[src/rtl/demux1_to_4_tdm.sv]
// demux1_to_4_tdm
// Receive side of a 4-channel time-division link. Each enabled cycle carries
// one slot (0,1,2,3); slot 0 is flagged by frame. Slots 0..2 are held in
// shadow registers and all four channel outputs are loaded together when
// slot 3 arrives, so a consumer never sees channels from different frames.
// A framing violation drops the partial frame and reports a one-cycle
// sync_err pulse.

module demux1_to_4_tdm #(
    parameter int WIDTH = 1
) (
    input  logic             clk,
    input  logic             reset,
    input  logic             en,
    input  logic [WIDTH-1:0] din,
    input  logic             frame,
    output logic [WIDTH-1:0] out0,
    output logic [WIDTH-1:0] out1,
    output logic [WIDTH-1:0] out2,
    output logic [WIDTH-1:0] out3,
    output logic             s1,
    output logic             s0,
    output logic             locked,
    output logic             frame_done,
    output logic             sync_err
);

    typedef enum logic {
        HUNT = 1'b0,
        LOCK = 1'b1
    } state_t;

    state_t           state;
    logic [1:0]       slot;
    logic [WIDTH-1:0] sh0;
    logic [WIDTH-1:0] sh1;
    logic [WIDTH-1:0] sh2;

    // Framing FSM, slot counter, shadow capture and atomic output update.
    always_ff @(posedge clk) begin
        if (reset) begin
            state      <= HUNT;
            slot       <= 2'd0;
            // NOTE: the shadow registers are cleared too, so a frame that
            // straddles a reset can never leak stale channel data.
            sh0        <= '0;
            sh1        <= '0;
            sh2        <= '0;
            out0       <= '0;
            out1       <= '0;
            out2       <= '0;
            out3       <= '0;
            frame_done <= 1'b0;
            sync_err   <= 1'b0;
        end else begin
            // NOTE: non-blocking assignments everywhere here, so every read
            // below sees the value from before this edge regardless of order.
            frame_done <= 1'b0;
            sync_err   <= 1'b0;
            if (en) begin
                unique case (state)
                    HUNT: begin
                        // Wait for a slot-0 marker; anything else is discarded.
                        if (frame) begin
                            sh0   <= din;
                            slot  <= 2'd1;
                            state <= LOCK;
                        end
                    end
                    LOCK: begin
                        if (slot == 2'd0) begin
                            if (frame) begin
                                sh0  <= din;
                                slot <= 2'd1;
                            end else begin
                                // Expected marker is missing: lose lock.
                                sync_err <= 1'b1;
                                state    <= HUNT;
                            end
                        end else if (frame) begin
                            // Marker arrived early: drop the partial frame and
                            // treat this sample as slot 0 of a new frame.
                            sync_err <= 1'b1;
                            sh0      <= din;
                            slot     <= 2'd1;
                        end else begin
                            unique case (slot)
                                2'd1: begin
                                    sh1  <= din;
                                    slot <= 2'd2;
                                end
                                2'd2: begin
                                    sh2  <= din;
                                    slot <= 2'd3;
                                end
                                default: begin
                                    // Slot 3 completes the frame.
                                    out0       <= sh0;
                                    out1       <= sh1;
                                    out2       <= sh2;
                                    out3       <= din;
                                    frame_done <= 1'b1;
                                    slot       <= 2'd0;
                                end
                            endcase
                        end
                    end
                    default: state <= HUNT;
                endcase
            end
        end
    end

    assign s1     = slot[1];
    assign s0     = slot[0];
    assign locked = (state == LOCK);

endmodule

[config.mk]
export PLATFORM = sky130hd
export DESIGN_NAME = demux1_to_4_tdm
export DESIGN_NICKNAME = d
export VERILOG_FILES = /design/src/rtl/demux1_to_4_tdm.sv
export SDC_FILE = /design/constraint.sdc
export NUM_CORES = 1
export LEC_CHECK = 0
export CAP_MARGIN = 20
export CORE_AREA = 2 2 39 41
export CTS_CLUSTER_DIAMETER = 60
export DETAILED_ROUTE_END_ITERATION = 16
export DIE_AREA = 0 0 41 43
export HOLD_SLACK_MARGIN = 0.03
export PLACE_DENSITY = 0.7
export RECOVER_POWER = 50
export REMOVE_ABC_BUFFERS = 1
export SYNTH_ARGS = -nofsm -noshare
export SYNTH_HDL_FRONTEND = slang
export SYNTH_SLANG_ARGS = --single-unit
[constraint.sdc]
create_clock -name clk -period 1.45 [get_ports clk]
set_input_delay 0.29 -clock clk [delete_from_list [all_inputs] [get_ports clk]]
set_output_delay 0.29 -clock clk [all_outputs]
set_load 0.005 [all_outputs]
# Yosys cells after proc, flatten, opt, wreduce, memory -nomap -nowiden
# Index checks and enable logic that the tools add are counted.
# W data, S select, Z words.
[word_totals] wordCells=38 ff_bits=12 out_inout_bits=9
[op_classes] bitwise_logic=5 reduce_logical=8 n_mux=12 n_eq_ne=2
[op_table] cell="$reduce_and A5 Y1" n=3
[op_table] cell="$pmux W2 S2" n=2
[op_table] cell="$mux W1" n=6
[op_table] cell="$mux W2" n=3
[op_table] cell="$not A1 Y1" n=5
[op_table] cell="$reduce_or A5 Y1" n=1
[op_table] cell="$reduce_or A3 Y1" n=1
[op_table] cell="$eq A2 B1 Y1 const B" n=1
[op_table] cell="$eq A2 B2 Y1 const B" n=1
[op_table] cell="$logic_not A2 Y1" n=1
[op_table] cell="$pmux W1 S2" n=1
[op_table] cell="$reduce_and A2 Y1" n=1
[op_table] cell="$reduce_or A2 Y1" n=1

# Longest topological paths before layout
# Gate-level depths: netlist of run 1.
[logic_depth] depth_word=5 depth_mapped=7 mapped_depth_nobuf=7

# Worst setup path after synthesis of run 1
# Ideal clock, no wire load.
[synth_timing] path_kind="register to register" startpoint="register slot[1]" endpoint="register out0" synth_period_minus_slack_ns=1.365 path_stages_with_launch=8 n_path_buf=0 required_ns=1.332 setup_slack_ns=0.085 arrival_time_ns=1.247 path_cell_list="dfxtp_1 -> inv_1 -> ha_1 -> inv_1 -> ha_1 -> nand4b_4 -> mux2i_1 -> nor2_1"
[synth_via] elab_chain_cells=4 elab_cells_between_ends=7
[synth_lines] item="start: declaration" line_no="34" text="logic [1:0] slot;"
[synth_lines] item="start signal: assignment" line_no="43" text="slot <= 2'd0;"
[synth_lines] item="start signal: assignment" line_no="66" text="slot <= 2'd1;"
[synth_lines] item="start signal: assignment" line_no="74" text="slot <= 2'd1;"
[synth_lines] item="$eq A2 B2 Y1 / $eq A2 B1 Y1 (equally long branches)" line_no="87" text="unique case (slot)"
[synth_lines] item="$reduce_or A2 Y1 (no source line)"
[synth_lines] item="$not A1 Y1 (no source line)"
[synth_lines] item="$reduce_and A5 Y1 (no source line) *"
[synth_lines] item="end signal: assignment" line_no="49" text="out0 <= '0;"
[synth_lines] item="end signal: assignment" line_no="98" text="out0 <= sh0;"
[synth_lines] item="end: declaration" line_no="17" text="output logic [WIDTH-1:0] out0,"
# Mark *: on every way between the ends. The rest lies on a longest branch, timed or not.
# A chain may end at the register's enable or synchronous reset.

# Worst setup path in the final report of run 1
[layout_timing] startpoint="register state, in the netlist locked" endpoint="output locked"
[layout_rtl] item="start: declaration" line_no="33" text="state_t state;"
[layout_rtl] item="start signal: assignment" line_no="42" text="state <= HUNT;"
[layout_rtl] item="start signal: assignment" line_no="67" text="state <= LOCK;"
[layout_rtl] item="start signal: assignment" line_no="78" text="state <= HUNT;"
[layout_rtl] item="end: declaration" line_no="23" text="output logic locked,"
# No word-level cell between the ends.

==> results.json, run 1 <==
{
  "status": "completed",
  "yosys_warnings": 0,
  "placementRows": 14,
  "synth_fa_ha_area_frac": 0.1106,
  "end_kind": "primary output",
  "clock_latency_ns": 0.27,
  "drtPass1Iterations": 2,
  "root_buffer": "clkbuf_4",
  "wire_per_inst_um": 12.12,
  "fmax_mhz": 720.9,
  "diodes": 0,
  "synth_top_family_by_area": "simple AND/OR/NAND/NOR gates",
  "pwr-share-comb": 0.131,
  "synth_xor_area_frac": 0,
  "netSwitchingFraction": 0.2232,
  "synth-compound-area-share": 0.06416,
  "drt-vias-per-instance": 4.791,
  "start_util": 0.4087,
  "slew_viol_final": 0,
  "cp_slowest_cell": "clkdlybuf4s50_1",
  "hold_class": "reg -> reg",
  "grt_pass1_wl_um": 1869,
  "fin_skew_ns": 0.003048,
  "fin_crit_sh": 0.9566,
  "nets": 86,
  "num_vias": 436,
  "syn_inst": 52,
  "layout_common_cells": "10 x dfxtp_1, 8 x mux2i_1, 8 x buf_4",
  "final-setup-viol-count": 0,
  "critPathMaxFanout": 2,
  "relSlewSlack": 0.7691,
  "clkPwrFrac": 0.378,
  "seqPwrFrac": 0.490,
  "cp.buffers_inverters": 1,
  "rsz0062_at_grt": "false",
  "drive_gt1_frac": 0.2533,
  "cts_buffers": 3,
  "area_growth_syn_to_layout_pct": 42.26,
  "htreeDepth": 1,
  "pre_cts_slack_ns": -0.1528,
  "cts_max_path_buffers": 2,
  "fin_total_pwr_uw": 691.5,
  "ys_seq_area_frac": 0.4248,
  "synth_mux_area_frac": 0.1416,
  "dp_hpwl_um": 831.8,
  "timing.max_cap.violations": 0,
  "ys_ff_latch": 12,
  "critical_path.top_delay_family": "buffers and inverters",
  "cts_num_sinks": 12,
  "ir_drop_uv": 678.0,
  "hold_viol": 0,
  "critPathMaxStageDelay_ns": 0.49,
  "portBuffers": 13,
  "worstSetupPathType": "reg -> out",
  "tightest_slew_ns": 0.3452,
  "fin_ws_ns": 0.06293,
  "route.detailed.drc": 0,
  "avgSynthCellArea_um2": 10.88,
  "overflow": 0,
  "startpoint_type": "flip-flop",
  "power.internal_uw": 537.2,
  "core_area_um2": 1384,
  "routed_wl_um": 1103,
  "ioPinCount": 14,
  "required_ns": 1.16,
  "grt_pass1_vias": 413,
  "gr-usage-all-layers": 0.1665,
  "gp_congestion": 0.7436,
  "synth_area_um2": 565.5,
  "synthSimpleGateAreaFrac": 0.1903,
  "post-cts-setup-buffers": 0,
  "period_minus_slack_ns": 1.387,
  "p_switching_uw": 154.3,
  "final_common_cell": "dfxtp_1",
  "cts_tree": "built",
  "drtAntennaViolNets": 0,
  "drt_iter0_drc": 5,
  "power_density_nw_per_um2": 859.5,
  "grt_max_degree": 9,
  "p_leak_nw": 0.4050,
  "dieArea_um2": 1763,
  "crit_chain": "clkdlybuf4s50_1",
  "fp.dieW_um": 41,
  "worstPathArrival_ns": 1.10,
  "cts.reportedPaths.clkPinSlew_ns": 0.07,
  "synthDistinctLibCells": 18,
  "die_h_um": 43,
  "antenna_found_initial": 0
}
==> cells by family after synthesis <==
| kind of cell | after synthesis |
|---|---|
| DFF | 12 |
| adders and majority gates | 5 |
| AOI/OAI and AO/OA | 5 |
| and+or+nand+nor | 15 |
| buffers and inverters | 7 |
| muxes | 8 |
==> Yosys cell counts <==
master,instances,share of area
mux2i_1,8,0.14
buf_4,1,0.013
and4b_1,1,0.018
buf_2,1,0.0088
a211oi_2,1,0.022
buf_6,1,0.020
nand2_1,2,0.013
nand3_1,1,0.0088
nand4_1,2,0.022
nor4_1,1,0.011
nand3b_4,1,0.035
a21oi_1,3,0.027
a311oi_1,1,0.015
inv_1,4,0.027
nand4b_4,1,0.042
nor2_1,6,0.040
ha_1,5,0.11
dfxtp_1,12,0.42
==> stage by stage <==
| stage | cells | cell area (µm²) | hold slack, ns | utilization | setup TNS [ns] |
|---|---|---|---|---|---|
| 6_report | 91 | 804.5 | 0.4652 | 0.5814 | 0 |
| 5_1_grt | 91 | 804.5 | 0.4900 | 0.5814 | 0 |
| 4_1_cts | 91 | 794.5 | 0.4630 | 0.5741 | 0 |
| 3_5_place_dp | 87 | 759.5 | 0.4519 | 0.5488 | -0.8745 |
| 3_3_place_gp | 87 | 759.5 | 0.4477 | 0.5488 | -0.6532 |
| 2_1_floorplan | 49 | 541.8 | 0.3591 | - | 0 |
==> what timing repair did <==
item,in CTS,in global routing
resized for setup,3,9
endpoints found under the setup margin,2,11
cloned,0,0
hold buffers,0,0
==> flip-flops by register name (all words and copies together) (netlist names) <==
| register | cells |
|---|---|
| slot | 2 |
| frame_done | 1 |
| sync_err | 1 |
| out3 | 1 |
| out0 | 1 |
| sh0 | 1 |
| out2 | 1 |
| out1 | 1 |
| sh2 | 1 |
| locked | 1 |
| sh1 | 1 |
==> power by group through the flow <==
| stage | Sequential, mW | Combinational [mW] | Clock (mW) |
|---|---|---|---|
| CTS | 0.339 | 0.0861 | 0.277 |
| global route | 0.340 | 0.0998 | 0.306 |
| finish | 0.339 | 0.0909 | 0.262 |
| detailed placement | 0.346 | 0.0869 | 0 |
| global placement | 0.346 | 0.0875 | 0 |
| floorplan | 0.351 | 0.0251 | 0 |
==> per-layer routing <==
layer | GRT usage | vias to the layer above | part of all wire
met1 | 0.2092 | 192 | 0.49
met5 | 0 | - | 0
met2 | 0.2125 | 12 | 0.44
li1 | - | 230 | -
met4 | 0.1000 | 0 | 0.011
met3 | 0.09424 | 2 | 0.058
==> final cells by class <==
type,instances,area (µm²)
well taps,16,20.02
fillers,138,579.3
repair buffers,22,191.4
flip-flops and latches,12,242.7
clock buffers,4,36.28
multi-input cells,33,299.0
inverters,4,15.01
==> final timing paths <==
path / start / to / slack [ns] / cells after the start
max: locked$_SDFFE_PP0P_ / locked / 0.06 / 1
min: sh0$_SDFFE_PP0P_ / sh0$_SDFFE_PP0P_ / 0.47 / 2
max reg2reg: slot[1]$_SDFFE_PP0P_ / out1$_SDFFE_PP0P_ / 0.14 / 7
min reg2reg: sh0$_SDFFE_PP0P_ / sh0$_SDFFE_PP0P_ / 0.47 / 2
Note: power is estimated with default switching activity, not from simulation.
==> run 2, diff against run 1 <==
Settings changed: CAP_MARGIN 20 to 15, CTS_CLUSTER_SIZE from default to 25.
==> results of run 2 <==
Same layout as run 1: the final DEF is identical, and so are final timing and power.
